`src/rtl/comp_pkg.sv`:
```
`timescale 1ns/1ps
// comp_pkg
//   Shared declarations for the sequential magnitude comparator comp_seq:
//   FSM state encodings and a helper that sizes the slice index counter.
package comp_pkg;

  typedef logic [1:0] state_t;

  localparam state_t ST_IDLE = 2'd0;
  localparam state_t ST_RUN  = 2'd1;
  localparam state_t ST_DONE = 2'd2;

  // Counter width for n slices; a single-slice design still needs one bit.
  function automatic int idx_width(input int n);
    return (n > 1) ? $clog2(n) : 1;
  endfunction

endpackage

```
`src/rtl/comp_slice.sv`:
```
`timescale 1ns/1ps
// comp_slice
//   One step of the MSB-first comparison cascade. Folds the relation of one
//   DIGIT-bit slice pair into the running (eq, gt) state.
//   Ports:
//     eq_in, gt_in    - cascade state from the more significant slices
//     slice_a/slice_b - current slice of each operand (unsigned)
//     eq_out, gt_out  - updated cascade state
module comp_slice #(
  parameter int DIGIT = 2
) (
  input  logic             eq_in,
  input  logic             gt_in,
  input  logic [DIGIT-1:0] slice_a,
  input  logic [DIGIT-1:0] slice_b,
  output logic             eq_out,
  output logic             gt_out
);

  // A lower slice can only decide the result while everything above it matched.
  assign gt_out = gt_in | (eq_in & (slice_a > slice_b));
  assign eq_out = eq_in & (slice_a == slice_b);

endmodule

```
`src/rtl/comp_seq.sv`:
```
`timescale 1ns/1ps
// comp_seq
//   Sequential magnitude comparator. Operands are latched on start and
//   compared DIGIT bits per cycle, most significant slice first, stopping as
//   soon as a slice differs. Signed comparison is done by flipping the sign
//   bit of both operands, which maps two's complement order onto unsigned order.
//   Ports:
//     clock, reset_n   - clock (rising edge) and asynchronous active-low reset
//     start            - latch a/b/signed_mode and begin (ignored while busy)
//     abort            - cancel a running comparison, no result produced
//     signed_mode      - 1: two's complement, 0: unsigned
//     a, b             - operands
//     busy             - high while comparing
//     done             - one-cycle pulse when eq/gt/lt have been updated
//     eq, gt, lt       - registered result, held until the next completion
module comp_seq
  import comp_pkg::*;
#(
  parameter int WIDTH = 32,
  parameter int DIGIT = 2
) (
  input  logic             clock,
  input  logic             reset_n,
  input  logic             start,
  input  logic             abort,
  input  logic             signed_mode,
  input  logic [WIDTH-1:0] a,
  input  logic [WIDTH-1:0] b,
  output logic             busy,
  output logic             done,
  output logic             eq,
  output logic             gt,
  output logic             lt
);

  localparam int N     = (DIGIT >= 1) ? (WIDTH / DIGIT) : 1;
  localparam int IDX_W = idx_width(N);

  generate
    if (DIGIT < 1) begin : g_bad_digit
      $error("comp_seq: DIGIT must be at least 1");
    end else if ((WIDTH % DIGIT) != 0) begin : g_bad_width
      $error("comp_seq: WIDTH must be a multiple of DIGIT");
    end
  endgenerate

  state_t           state;
  state_t           state_nx;
  logic [IDX_W-1:0] idx;
  logic             cas_eq;
  logic             cas_gt;
  logic [WIDTH-1:0] a_lat;
  logic [WIDTH-1:0] b_lat;
  logic             mode_lat;
  logic [WIDTH-1:0] a_cmp;
  logic [WIDTH-1:0] b_cmp;
  logic [DIGIT-1:0] sl_a;
  logic [DIGIT-1:0] sl_b;
  logic             eq_nx;
  logic             gt_nx;
  logic             launch;
  logic             finish;

  assign launch = start && ((state == ST_IDLE) || (state == ST_DONE));
  // Abort wins over completion in the same cycle.
  assign finish = (state == ST_RUN) && !abort && (!eq_nx || (idx == '0));

  // Sign-bit flip only touches the top bit; every other slice compares as-is.
  always_comb begin
    a_cmp          = a_lat;
    b_cmp          = b_lat;
    a_cmp[WIDTH-1] = a_lat[WIDTH-1] ^ mode_lat;
    b_cmp[WIDTH-1] = b_lat[WIDTH-1] ^ mode_lat;
  end

  assign sl_a = a_cmp[int'(idx) * DIGIT +: DIGIT];
  assign sl_b = b_cmp[int'(idx) * DIGIT +: DIGIT];

  comp_slice #(
    .DIGIT (DIGIT)
  ) u_slice (
    .eq_in   (cas_eq),
    .gt_in   (cas_gt),
    .slice_a (sl_a),
    .slice_b (sl_b),
    .eq_out  (eq_nx),
    .gt_out  (gt_nx)
  );

  // FSM state register
  always_ff @(posedge clock or negedge reset_n) begin
    if (!reset_n) state <= ST_IDLE;
    else          state <= state_nx;
  end

  // FSM next state
  always_comb begin
    state_nx = ST_IDLE;
    case (state)
      ST_IDLE: state_nx = start ? ST_RUN : ST_IDLE;
      ST_RUN: begin
        if (abort)       state_nx = ST_IDLE;
        else if (finish) state_nx = ST_DONE;
        else             state_nx = ST_RUN;
      end
      ST_DONE: state_nx = start ? ST_RUN : ST_IDLE;
      default: state_nx = ST_IDLE;
    endcase
  end

  // FSM outputs
  always_comb begin
    busy = (state == ST_RUN);
    done = (state == ST_DONE);
  end

  // Operand capture; data only, no reset needed.
  always_ff @(posedge clock) begin
    if (launch) begin
      a_lat    <= a;
      b_lat    <= b;
      mode_lat <= signed_mode;
    end
  end

  // Slice index, cascade state and result registers
  always_ff @(posedge clock or negedge reset_n) begin
    if (!reset_n) begin
      idx    <= '0;
      cas_eq <= 1'b0;
      cas_gt <= 1'b0;
      eq     <= 1'b0;
      gt     <= 1'b0;
      lt     <= 1'b0;
    end else if (launch) begin
      idx    <= IDX_W'(N - 1);
      cas_eq <= 1'b1;
      cas_gt <= 1'b0;
    end else if ((state == ST_RUN) && !abort) begin
      idx    <= idx - 1'b1;
      cas_eq <= eq_nx;
      cas_gt <= gt_nx;
      if (finish) begin
        eq <= eq_nx;
        gt <= gt_nx;
        lt <= !eq_nx && !gt_nx;
      end
    end
  end

endmodule

```
`config.mk`:
```
export PLATFORM = sky130hd
export DESIGN_NAME = comp_seq
export DESIGN_NICKNAME = d
export VERILOG_FILES = /design/src/rtl/comp_pkg.sv /design/src/rtl/comp_slice.sv /design/src/rtl/comp_seq.sv
export SDC_FILE = /design/constraint.sdc
export NUM_CORES = 1
export LEC_CHECK = 0
export ABC_AREA = 1
export ABC_CLOCK_PERIOD_IN_PS = 2900
export BUFFER_PORTS_ARGS = -buffer_cell sky130_fd_sc_hd__buf_2
export CELL_PAD_IN_SITES_DETAIL_PLACEMENT = 0
export CELL_PAD_IN_SITES_GLOBAL_PLACEMENT = 2
export CORE_MARGIN = 8
export CORE_UTILIZATION = 33
export CTS_CLUSTER_DIAMETER = 120
export DETAILED_ROUTE_END_ITERATION = 8
export GPL_TIMING_DRIVEN = 0
export PLACE_DENSITY = 0.89
export SYNTH_ARGS = -nofsm -noshare
export SYNTH_HDL_FRONTEND = slang
export SYNTH_HIERARCHICAL = 1
export SYNTH_SLANG_ARGS = --single-unit
```
`constraint.sdc`:
```
create_clock -name clock -period 2.9 [get_ports clock]
set_input_delay 0.29 -clock clock [delete_from_list [all_inputs] [get_ports clock]]
set_output_delay 0.29 -clock clock [all_outputs]
set_load 0.01 [all_outputs]
```
== Yosys cells after proc, flatten, opt, wreduce, memory -nomap -nowiden ==
Cells that the tools add are included.
Storage, ports and cells
  input port bits: 69
  register bits: 76
  logic and storage cells: 47
Cells by class
  order comparisons: 1
  shifts and indexed selects: 2
  eq/ne operators: 3
  add/sub/neg operators: 1
  reductions and logical operators: 14
  multiplexer cells: 10
  bitwise logic cells: 6
Operators by type and width (count)
  $shiftx 32x6->2: 2
  $mux 4: 2
  $mux 1: 5
  $logic_and 1x1->1: 4
  $logic_not 4->1: 1
  $mux 2: 2
  $pmux 2 s2: 1
  $sub 4x1->4 const B: 1
  $logic_not 1->1: 3
  $reduce_and 3->1: 1
  $and 1x1->1: 2
  $eq 2x1->1 const B: 1
  $eq 2x2->1: 1
  $eq 2x2->1 const B: 1
  $gt 2x2->1: 1
  $logic_not 2->1: 1
  $logic_or 1x1->1: 2
  $reduce_bool 2->1: 1
  $reduce_or 2->1: 1
  $xor 1x1->1: 2
  $not 1->1: 1
  $or 1x1->1: 1

== Logic depth before layout (Yosys ltp) ==
Gate-level depths: netlist of run 1.
  word-level depth: 10
  gate-level depth with buffers: 19
  mapped depth without buffers: 17

== Cells and area by module ==
Netlist of run 1, hierarchy kept.
Modules (own cells, without submodules)
  comp_seq: sequential area each 2227.1 um^2, area an instance 3344.5 um^2, times used 1, cells each 328
  comp_slice: sequential area each 0.0 um^2, area an instance 75.1 um^2, times used 1, cells each 15

== Worst setup path after synthesis of run 1 ==
No wires, ideal clock.
  kind: reg2reg
  from: register state[0]
  to: register a_lat[0] (enable)
  stages on the path, launching flop included: 4
  setup slack: 0.549 ns
  arrival time: 1.930 ns
  period minus slack after synthesis: 2.351 ns
  cell sequence: dfrtp_1 inv_1 nand2_1 inv_1
Between the ends
  longest elaborated chain between the ends: 3
RTL lines
  from (decl): line comp_seq.sv:47  | state_t state;
  from (signal assigned): line comp_seq.sv:93  | else state <= state_nx;
  $eq 2x2->1 / $logic_not 2->1 (equally long branches): line comp_seq.sv:64  | assign launch = start && ((state == ST_IDLE) || (state == ST_DONE));
  $logic_or 1x1->1 (*): line comp_seq.sv:64
  $logic_and 1x1->1 (*): line comp_seq.sv:64
  via launch: line comp_seq.sv:61  | logic launch;
  to (signal assigned): line comp_seq.sv:120  | a_lat <= a;
  to (decl): line comp_seq.sv:52  | logic [WIDTH-1:0] a_lat;
Mark *: on every way through the listed nets, which the timed path passes. The rest lies on a longest branch.
A chain may end at the register's enable or synchronous reset.

== Worst setup path after layout of run 1 ==
  from: register idx[0]
  to: register lt
RTL lines
  from (decl): line comp_seq.sv:49  | logic [IDX_W-1:0] idx;
  from (signal assigned): line comp_seq.sv:136  | idx <= IDX_W'(N - 1);
  from (signal assigned): line comp_seq.sv:140  | idx <= idx - 1'b1;
  $shiftx 32x6->2: line comp_seq.sv:77  | assign sl_b = b_cmp[int'(idx) * DIGIT +: DIGIT];
  via sl_b[1]: line comp_seq.sv:58  | logic [DIGIT-1:0] sl_b;
  $gt 2x2->1: line comp_slice.sv:21  | assign gt_out = gt_in | (eq_in & (slice_a > slice_b));
  $and 1x1->1: line comp_slice.sv:21
  $or 1x1->1: line comp_slice.sv:21
  via gt_nx: line comp_seq.sv:60  | logic gt_nx;
  $logic_not 1->1: line comp_seq.sv:146  | lt <= !eq_nx && !gt_nx;
  $logic_and 1x1->1: line comp_seq.sv:146
  to (signal assigned): line comp_seq.sv:146
  to (decl): line comp_seq.sv:33  | output logic lt
The timed path passes the listed nets, and every way through them passes these cells.

==> results of run 1 <==
==> what timing repair did <==
item,CTS,global route
gates resized for setup,0,0
hold buffers,1,0
hold endpoints to repair,11,0
==> final cells by class <==
type	count	area [um2]
clock inverter	6	111
timing repair buffer	75	395
multi-input combinational	195	851
sequential	76	2230
fill	1030	5960
tap	136	170
inverter	61	231
clock buffer	10	128
buffer	11	110
==> sequential cells by signal, summed over array words and instances (netlist names) <==
signal / count
a_lat: 32
b_lat: 32
idx: 4
gt: 1
cas_gt: 1
lt: 1
eq: 1
cas_eq: 1
mode_lat: 1
state: 2
==> critical path, cell delays in order (launching register included) <==
cell and delay, ps:
dfrtp_1 380, buf_6 140, inv_4 100, buf_6 150, nand2_1 60, nand2_1 60
nand2_1 50, nand3_1 60, nand3_1 110, nand2_1 80, inv_1 40, ha_1 310
nand2_1 80, nand2_1 40, nand2_1 60, nand2_1 70, or2_2 270, o21ai_0 170
==> cells by family (layout without fill, tap and decap cells) <==
group,count (synthesis),in the layout,synth area share
AOI/OAI and AO/OA,11,11,0.0161
adders and majority gates,3,3,0.0110
and+or+nand+nor,181,181,0.222
buffers and inverters,72,163,0.0999
DFF,76,76,0.651
==> stage by stage <==
| stage | power (mW) | area (um2) |
|---|---|---|
| after floorplan | 2.58 | 3420 |
| after global placement | 2.97 | 3960 |
| after detailed placement | 3.00 | 3980 |
| after CTS | 3.98 | 4220 |
| after global routing | 4.22 | 4220 |
| final | 3.92 | 4220 |
==> worst paths after layout <==
check                            end  slack [ps]
max                               lt         590
min                        a_lat[15]         110
max reg2reg                       lt         590
min reg2reg                       gt         470
max in group asynchronous     idx[0]        2350
min in group asynchronous         lt         340
==> routing by layer <==
| metal | vias up | share of wire |
|---|---|---|
| li1 | 1256 | - |
| met1 | 1111 | 0.47 |
| met2 | 62 | 0.48 |
| met3 | 8 | 0.044 |
| met4 | 0 | 0.015 |
| met5 | - | 0 |
==> where the power goes <==
part	leakage [nW]	switching [mW]	internal, mW
sequential	0.743	0.0726	1.43
clock	0.117	0.397	0.574
combinational	1.15	0.898	0.543
total	2.01	1.37	2.55
==> placed cells by master, fill, tap and decap left out, drive strengths merged, types with 5 or more instances in the layout <==
cell type / n
a21oi: 5
buf: 85
clkbuf: 10
dfrtp: 11
edfxtp: 65
inv: 62
nand2: 121
nand3: 37
nor2: 21
o21ai: 6
==> flow_summary_export.csv, run 1 <==
group,metric,value,unit
status,status,"complete, no violations",
global_routing,gr-max-usage-layer,"met2",
sta,maxSlewViolCount,0,
clock_network,postCtsSetupBuffers,0,
global_routing,grt_overflow_total,0,
place,gp_congestion,0.702,
clock_network,cts_buffers,9,
hold_path,hp-class,"input pin to register",
clock_network,clock_path_buffers,2,
global_routing,grt_max_degree,36,
routing,detail-route-antenna-nets,0,
floorplan,start_util,0.336,
setup_path,endpoint_kind,"register",
yosys,synth_commonest_cells,"nand2_1 (118), edfxtp_1 (65), inv_1 (57), nand3_1 (37), nor2_1 (19)",
yosys,synth_seq_area_share,0.651,
routing,route.vias.total,2437,
global_routing,track_usage,0.109,
hold_path,hp-start,"a[15]",
global_routing,grt_pass1_vias,2549,
routing,wl_per_cell,12.8,um
floorplan,ios,74,
floorplan,dieArea,13900,um2
sta,fin_hold_ws,109,ps
global_routing,grtUsageMet2,0.178,
routing,initialDrtViolationCount,112,
yosys,avgSynthCellArea,9.97,um2
setup_path,worstSetupPathType,"register to register",
yosys,async_flop_share,0.145,
sta,finalHoldViolCount,0,
global_routing,use_met1,0.134,
floorplan,die_w,118,um
routing,viasPerCell,4.28,
cells_and_area,utilization,0.415,
cells_and_area,layout.cells.non_filler,570,
yosys,synthFlopType,"edfxtp_1",
place,place_inst,553,
clock_network,htreeDepth,3,
yosys,synth_cell_type_count,19,
yosys,post-synth-top-count-cell,"nand2_1",
pwr,vdd_ir_drop_max,0.411,mV
sta,fmaxAchievable,434,MHz
setup_path,arrival,2570,ps
sta,finalSetupViolCount,0,
routing,firstDrtPassIters,4,
sta,fin_crit_sh,0.795,
clock_network,insertion_delay,350,ps
floorplan,coreArea,10200,um2
cells_and_area,fin_nets,501,
routing,drc,0,
sta,min_period,2310,ps
setup_path,rr_startpoint,"idx[0]",
yosys,synth_edf_count,65,
pwr,p_per_area,927,nW/um2
clock_network,clk_pin_slew,90,ps
cells_and_area,diodes,0,
yosys,synth_area,3420,um2
yosys,synth_area_leader_cell,"edfxtp_1",
run,max-cap-violations,0,
yosys,syn-num-nets,415,
clock_network,cts_tree,"done",
yosys,yosys_warnings,6,
sta,worstMarginPinSlew,742,ps
place,port_buffers,73,
cells_and_area,drive_gt1_frac,0.258,
cells_and_area,syn_to_final_growth,23.5,%
clock_network,clock_sinks,76,
setup_path,start_kind,"register",
setup_path,cp.required,3160,ps
global_routing,grt_pass1_wl,12100,um
hold_path,min_delay_path_depth,1,
floorplan,rows,37,
setup_path,critPathLaunch,"idx[0]",
setup_path,worstPathMaxFanout,10,
setup_path,r2r.worst_path.cells,17,
global_routing,antenna_found_initial,0,
floorplan,die_y,118,um
place,place_ws,583,ps
sta,layout_setup_ws,594,ps
place,hpwl,5470,um
yosys,synthTopCellsByArea,"edfxtp_1 (57%), nand2_1 (13%), dfrtp_1 (8.0%)",
pwr,p_leak,2.01,nW
sta,max_slew_margin,0.505,
routing,wl,7320,um
clock_network,cts_root_buf,"clkbuf_8",
sta,fin_skew,8.41,ps
global_routing,use_met3,0.0278,
sta,rsz0062_at_grt,"no",
yosys,synth_top_area_share,0.571,
sta,final.setup.tns,0,ps
yosys,ys_ff_latch,76,
yosys,syn_inst,343,
(Power assumes the default switching activity.)
==> run 2, diff against run 1 <==
--- a/config.mk
+++ b/config.mk
@@ -6,16 +6,16 @@
 export NUM_CORES = 1
 export LEC_CHECK = 0
 export ABC_AREA = 1
-export ABC_CLOCK_PERIOD_IN_PS = 2900
+export ABC_CLOCK_PERIOD_IN_PS = 1920
 export BUFFER_PORTS_ARGS = -buffer_cell sky130_fd_sc_hd__buf_2
 export CELL_PAD_IN_SITES_DETAIL_PLACEMENT = 0
 export CELL_PAD_IN_SITES_GLOBAL_PLACEMENT = 2
 export CORE_MARGIN = 8
-export CORE_UTILIZATION = 33
+export CORE_UTILIZATION = 30
 export CTS_CLUSTER_DIAMETER = 120
 export DETAILED_ROUTE_END_ITERATION = 8
 export GPL_TIMING_DRIVEN = 0
-export PLACE_DENSITY = 0.89
+export PLACE_DENSITY = 0.86
 export SYNTH_ARGS = -nofsm -noshare
 export SYNTH_HDL_FRONTEND = slang
 export SYNTH_HIERARCHICAL = 1
==> constraint.sdc (replaced) <==
create_clock -name clock -period 1.92 [get_ports clock]
set_input_delay 0.192 -clock clock [delete_from_list [all_inputs] [get_ports clock]]
set_output_delay 0.192 -clock clock [all_outputs]
set_load 0.01 [all_outputs]
==> run 2 against run 1 <==
Compared with the run above: the run now ends with negative setup slack left; combinational power increased by 120%; critical path depth unchanged; non-clock buffer count rose by 7; largest cell class unchanged.
==> flow_summary_export.csv, run 2 (synthesized netlist as in run 1, its figures left out) <==
group,metric,value,unit
cells_and_area,utilization,0.412,
sta,finalSetupViolCount,7,
sta,layout_setup_ws,-191,ps
hold_path,hold_end,"a_lat[22]",
routing,wl_per_cell,13.6,um
cells_and_area,layout_commonest_cell,"nand2_1",
clock_network,clock_path_buffers,2,
clock_network,insertion_delay,330,ps
setup_path,worst_path_max_delay_cell,"dfrtp_1",
status,status,"finished, violations left",
setup_path,rr_endpoint,"lt",
cells_and_area,final_cell_area,4650,um2
sta,finalHoldViolCount,0,
cells_and_area,fillers,1112,
setup_path,cp.required,2180,ps
cells_and_area,ff_latch_area,2230,um2
cells_and_area,layout.cells.non_filler,587,
cells_and_area,diodes,0,
routing,firstDrtPassIters,4,
hold_path,min_delay_path_depth,1,
sta,min_period,2110,ps
floorplan,start_util,0.303,
sta,fin_skew,4.18,ps
routing,route.vias.total,2449,
routing,viasPerCell,4.17,
place,place_inst,559,
sta,rsz0062_at_grt,"yes",
sta,final.setup.tns,-1050,ps
setup_path,path_cells,"buf_6 > clkinv_8 > buf_8 > nand2_2 > nand2_1 > a21oi_2 > nand2_1 > nand3_2 > nand2_1 > inv_2 > ha_4 > nand2_2 > nand2_2 > nand2_2 > nand2_2 > or2_4 > o21ai_2",
pwr,vdd_ir_drop_max,0.711,mV
floorplan,ios,74,
pwr,p_leak,2.16,nW
global_routing,track_usage,0.110,
sta,fin_crit_sh,1.10,
pwr,switchingPower,2.53,mW
floorplan,dieArea,15100,um2
setup_path,r2r.worst_path.cells,17,
pwr,clockPowerShare,0.261,
clock_network,clk_pin_slew,60,ps
cells_and_area,final_cell_mix,"nand2_1 (103), buf_2 (73), edfxtp_1 (65)",
sta,max_slew_margin,0.713,
place,hpwl,5420,um
setup_path,rr_startpoint,"idx[0]",
clock_network,cts_buffers,9,
setup_path,path_buf_inv,4,
pwr,pwr-share-comb,0.429,
pwr,p_per_area,1580,nW/um2
setup_path,endpoint_kind,"register",
setup_path,cp_top_family,"simple AND/OR/NAND/NOR gates",
global_routing,antenna_found_initial,0,
setup_path,start_kind,"register",
routing,detail-route-antenna-nets,0,
sta,worstMarginPinSlew,430,ps
cells_and_area,syn_to_final_growth,35.9,%
pwr,swShare,0.344,
clock_network,cts_root_buf,"clkbuf_16",
hold_path,hp-start,"a[22]",
global_routing,grt_max_degree,35,
floorplan,die_w,123,um
cells_and_area,fin_nets,511,
status,violations,"negative setup slack",
cells_and_area,drive_gt1_frac,0.354,
routing,wl,7990,um
pwr,p_int,4.83,mW
setup_path,cpPeakStageDelay,340,ps
floorplan,coreArea,11300,um2
floorplan,die_y,123,um
setup_path,cpMostUsedCell,"nand2_2",
cells_and_area,reg_top3,"a_lat: 32 flops, b_lat: 32 flops, idx: 4 flops",
place,port_buffers,73,
global_routing,grt_overflow_total,0,
place,dpl_cell_area,3990,um2
clock_network,htreeDepth,3,
place,place_ws,-512,ps
sta,fin_hold_ws,31.7,ps
hold_path,hp-class,"input pin to register",
setup_path,arrival,2370,ps
place,gp_congestion,0.758,
global_routing,grt_pass1_vias,2613,
routing,drc,0,
routing,initialDrtViolationCount,96,
clock_network,clock_sinks,76,
sta,fmaxAchievable,474,MHz
global_routing,grt_pass1_wl,12600,um
setup_path,r2r_slack,-190,ps
pwr,finalPower,7.36,mW
floorplan,rows,39,
cells_and_area,multi_input_area,1000,um2
setup_path,worstSetupPathType,"register to register",
setup_path,worstPathMaxFanout,6,
clock_network,cts_tree,"done",
run,max-cap-violations,0,
sta,maxSlewViolCount,0,
pwr,seq_power_share,0.310,
-- run 2: cell types whose count changed in the layout (fill, tap and decap cells not counted), moves of 3 or more --
| cell | previous run | this run |
|---|---|---|
| nand3_1 | 37 | 27 |
| buf_8 | 0 | 4 |
| nand2_1 | 118 | 103 |
| nand2_4 | 0 | 3 |
| clkbuf_16 | 0 | 10 |
| clkinvlp_4 | 1 | 5 |
| buf_4 | 2 | 5 |
| nand2_2 | 3 | 15 |
| nor2_1 | 19 | 16 |
| clkbuf_8 | 9 | 0 |
| nand3_2 | 0 | 10 |
-- run 2: area by class of cell --
| type | count | share of cell area |
|---|---|---|
| Timing Repair inverter | 3 | 0.00485 |
| Tap cell | 143 | 0.0385 |
| Buffer | 11 | 0.0291 |
| Clock inverter | 7 | 0.0248 |
| Sequential cell | 76 | 0.479 |
| Multi-Input combinational cell | 195 | 0.216 |
| Timing Repair Buffer | 82 | 0.105 |
| Inverter | 61 | 0.0538 |
| Clock buffer | 9 | 0.0485 |
-- run 2: timing repair --
| action | CTS | global route |
|---|---|---|
| gates resized for setup | 24 | 30 |
| endpoints found under the hold margin | 11 | 0 |
| cloned | 2 | 3 |
| setup endpoints to repair | 75 | 18 |
| buffers inserted | 4 | 2 |
| hold buffers | 1 | 0 |
| pin swaps | 12 | 20 |
-- run 2: worst max path at each step --
stage                     depth (start not counted)  endpoint     start  slack, ps
final                                            17        lt    idx[0]       -190
after CTS                                        17        lt    idx[0]       -200
after floorplan                                  16        lt    idx[1]         -2
after global routing                             17        eq    idx[0]       -330
after detailed placement                          5    idx[1]  state[0]       -510
after global placement                            5    idx[1]  state[0]       -400
-- run 2: power by group through the flow --
stage                     clock network, mW  registers [mW]  logic [mW]
after floorplan                           0            2.31        1.65
after global placement                    0            2.32        2.25
after detailed placement                  0            2.33        2.27
after CTS                              1.97            2.29        2.74
after global routing                   2.05            2.32        3.52
final                                  1.92            2.28        3.16
-- run 2: routing by layer --
layer / vias to the layer above / part of all wire / GRT usage
li1: 1283 / - / -
met1: 1093 / 0.47 / 0.135
met2: 63 / 0.47 / 0.181
met3: 10 / 0.046 / 0.0290
met4: 0 / 0.015 / 0.0411
met5: - / 0 / 0
==> run 3, diff against run 2 <==
--- a/config.mk
+++ b/config.mk
@@ -8,6 +8,7 @@
 export ABC_AREA = 1
 export ABC_CLOCK_PERIOD_IN_PS = 1920
 export BUFFER_PORTS_ARGS = -buffer_cell sky130_fd_sc_hd__buf_2
+export CAP_MARGIN = 20
 export CELL_PAD_IN_SITES_DETAIL_PLACEMENT = 0
 export CELL_PAD_IN_SITES_GLOBAL_PLACEMENT = 2
 export CORE_MARGIN = 8
@@ -16,6 +17,7 @@
 export DETAILED_ROUTE_END_ITERATION = 8
 export GPL_TIMING_DRIVEN = 0
 export PLACE_DENSITY = 0.86
+export SETUP_SLACK_MARGIN = 0.4
 export SYNTH_ARGS = -nofsm -noshare
 export SYNTH_HDL_FRONTEND = slang
 export SYNTH_HIERARCHICAL = 1
==> run 3 against run 2 <==
Compared with the run above: the flow still finishes with violations (negative setup slack); first-iteration DRC count up 17%; core utilization shrank 0.26 points; power is 3.6% lower; via count rose by 0.90%; worst hold slack got worse by 1.0 ps; final cell count up 0.85%; critical path type unchanged; critical endpoint unchanged; largest cell class unchanged.
==> flow_summary_export.csv, run 3 (synthesized netlist as in run 1, its figures left out) <==
group,metric,value,unit
clock_network,cts_buffers,9,
cells_and_area,syn_to_final_growth,35.1,%
status,violations,"negative setup slack",
routing,initialDrtViolationCount,112,
clock_network,clock_path_buffers,2,
setup_path,endpoint_kind,"register",
pwr,p_leak,2.15,nW
routing,wl,7830,um
global_routing,grt_overflow_total,0,
floorplan,rows,39,
cells_and_area,diodes,0,
clock_network,clk_pin_slew,60,ps
sta,layout_setup_ws,-198,ps
cells_and_area,fin_nets,516,
hold_path,hp-class,"input pin to register",
routing,wl_per_cell,13.2,um
setup_path,worstSetupPathType,"register to register",
floorplan,dieArea,15100,um2
cells_and_area,final_cell_area,4620,um2
floorplan,die_y,123,um
pwr,finalPower,7.09,mW
cells_and_area,final_cell_mix,"nand2_1 (102), buf_2 (73), edfxtp_1 (65)",
pwr,vdd_ir_drop_max,0.517,mV
global_routing,antenna_found_initial,0,
sta,finalHoldViolCount,0,
routing,firstDrtPassIters,4,
cells_and_area,fillers,1111,
floorplan,die_w,123,um
routing,detail-route-antenna-nets,0,
setup_path,arrival,2380,ps
floorplan,ios,74,
sta,fin_skew,5.52,ps
setup_path,start_kind,"register",
routing,drc,0,
routing,route.vias.total,2471,
cells_and_area,layout_commonest_cell,"nand2_1",
global_routing,grt_pass1_wl,12600,um
place,hpwl,5550,um
cells_and_area,drive_gt1_frac,0.361,
cells_and_area,reg_top3,"a_lat: 32 flops, b_lat: 32 flops, idx: 4 flops",
sta,maxSlewViolCount,0,
pwr,p_per_area,1540,nW/um2
hold_path,min_delay_path_depth,1,
sta,fin_crit_sh,1.10,
sta,rsz0062_at_grt,"yes",
run,max-cap-violations,0,
sta,max_slew_margin,0.735,
clock_network,cts_tree,"done",
sta,worstMarginPinSlew,397,ps
place,port_buffers,73,
floorplan,coreArea,11300,um2
floorplan,start_util,0.303,
setup_path,r2r.worst_path.cells,16,
sta,finalSetupViolCount,7,
setup_path,worstPathMaxFanout,5,
global_routing,grt_max_degree,39,
clock_network,clock_sinks,76,
clock_network,cts_root_buf,"clkbuf_16",
setup_path,cp.required,2180,ps
sta,fmaxAchievable,472,MHz
routing,viasPerCell,4.17,
global_routing,grt_pass1_vias,2631,
clock_network,htreeDepth,3,
sta,min_period,2120,ps
clock_network,insertion_delay,330,ps
place,dpl_cell_area,4020,um2
status,status,"finished, violations left",
cells_and_area,ff_latch_area,2230,um2
place,gp_congestion,0.790,
global_routing,track_usage,0.111,
cells_and_area,multi_input_area,1020,um2
-- run 3: cell types whose count changed in the layout (fill, tap and decap cells not counted), moves of 2 or more --
cell / before / now
o21ai_0: 4 / 0
buf_6: 7 / 11
inv_2: 3 / 5
bufinv_16: 3 / 0
buf_4: 5 / 9
clkinv_1: 1 / 3
o21ai_1: 1 / 4
-- run 3: where the power goes --
part | internal [mW] | switching, mW
sequential | 2.17 | 0.117
combinational | 1.53 | 1.81
clock | 0.857 | 0.612
total | 4.56 | 2.53
-- run 3: worst paths after layout --
check                              from   endpoint  slack (ps)
worst max-delay path             idx[0]         lt        -200
worst min-delay path              b[22]  b_lat[22]          30
worst max register to register   idx[0]         lt        -200
worst min register to register       gt         gt         460
max in group asynchronous       reset_n     idx[1]        1430
min in group asynchronous       reset_n         lt         270
-- run 3: what timing repair did --
item,in CTS,in global routing
gates cloned,4,1
pin swaps,9,19
endpoints found under the hold margin,11,0
hold buffers,1,0
setup buffers,8,2
setup endpoints to repair,75,7
resized for setup,30,25
-- run 3: layout make-up --
cell class | count | share of cell area
multi-input combinational | 195 | 0.220
clock inverter | 6 | 0.00677
timing repair inverter | 1 | 0.00163
timing repair buffer | 89 | 0.121
clock buffer | 10 | 0.0496
sequential | 76 | 0.482
buffer | 11 | 0.0276
tap | 143 | 0.0387
inverter | 61 | 0.0525
-- run 3: metrics by stage --
| stage | setup TNS, ps | utilization | setup WS, ps | cells | hold WS [ps] |
|---|---|---|---|---|---|
| 2_1_floorplan | 0 | - | 19.3 | 343 | -104 |
| 3_3_place_gp | -21850 | 0.355 | -308 | 559 | 75.4 |
| 3_5_place_dp | -1340 | 0.357 | -280 | 560 | 83.2 |
| 4_1_cts | -984 | 0.398 | -203 | 589 | 14.1 |
| 5_1_grt | -1790 | 0.410 | -300 | 592 | 17.1 |
| 6_report | -1010 | 0.410 | -198 | 592 | 30.6 |
-- run 3: routing by layer --
layer  wire, um  up-vias  GRT usage
met5          0        -          0
li1           -     1291          -
met1       3490     1111      0.133
met3        333       13     0.0239
met4        201        0     0.0685
met2       3800       56      0.179
-- run 3: worst max-delay path, stage by stage, from the launching register on --
cell and delay, ps:
dfrtp_1 370, buf_6 140, buf_6 120, buf_6 130
nor2_4 70, nor2_1 40, o21ai_1 80, nand3_1 100
nand3_2 90, nand2_1 70, inv_2 70, ha_4 210
nand2_4 60, nor2_4 40, buf_6 110, or2_4 240
o21ai_2 120
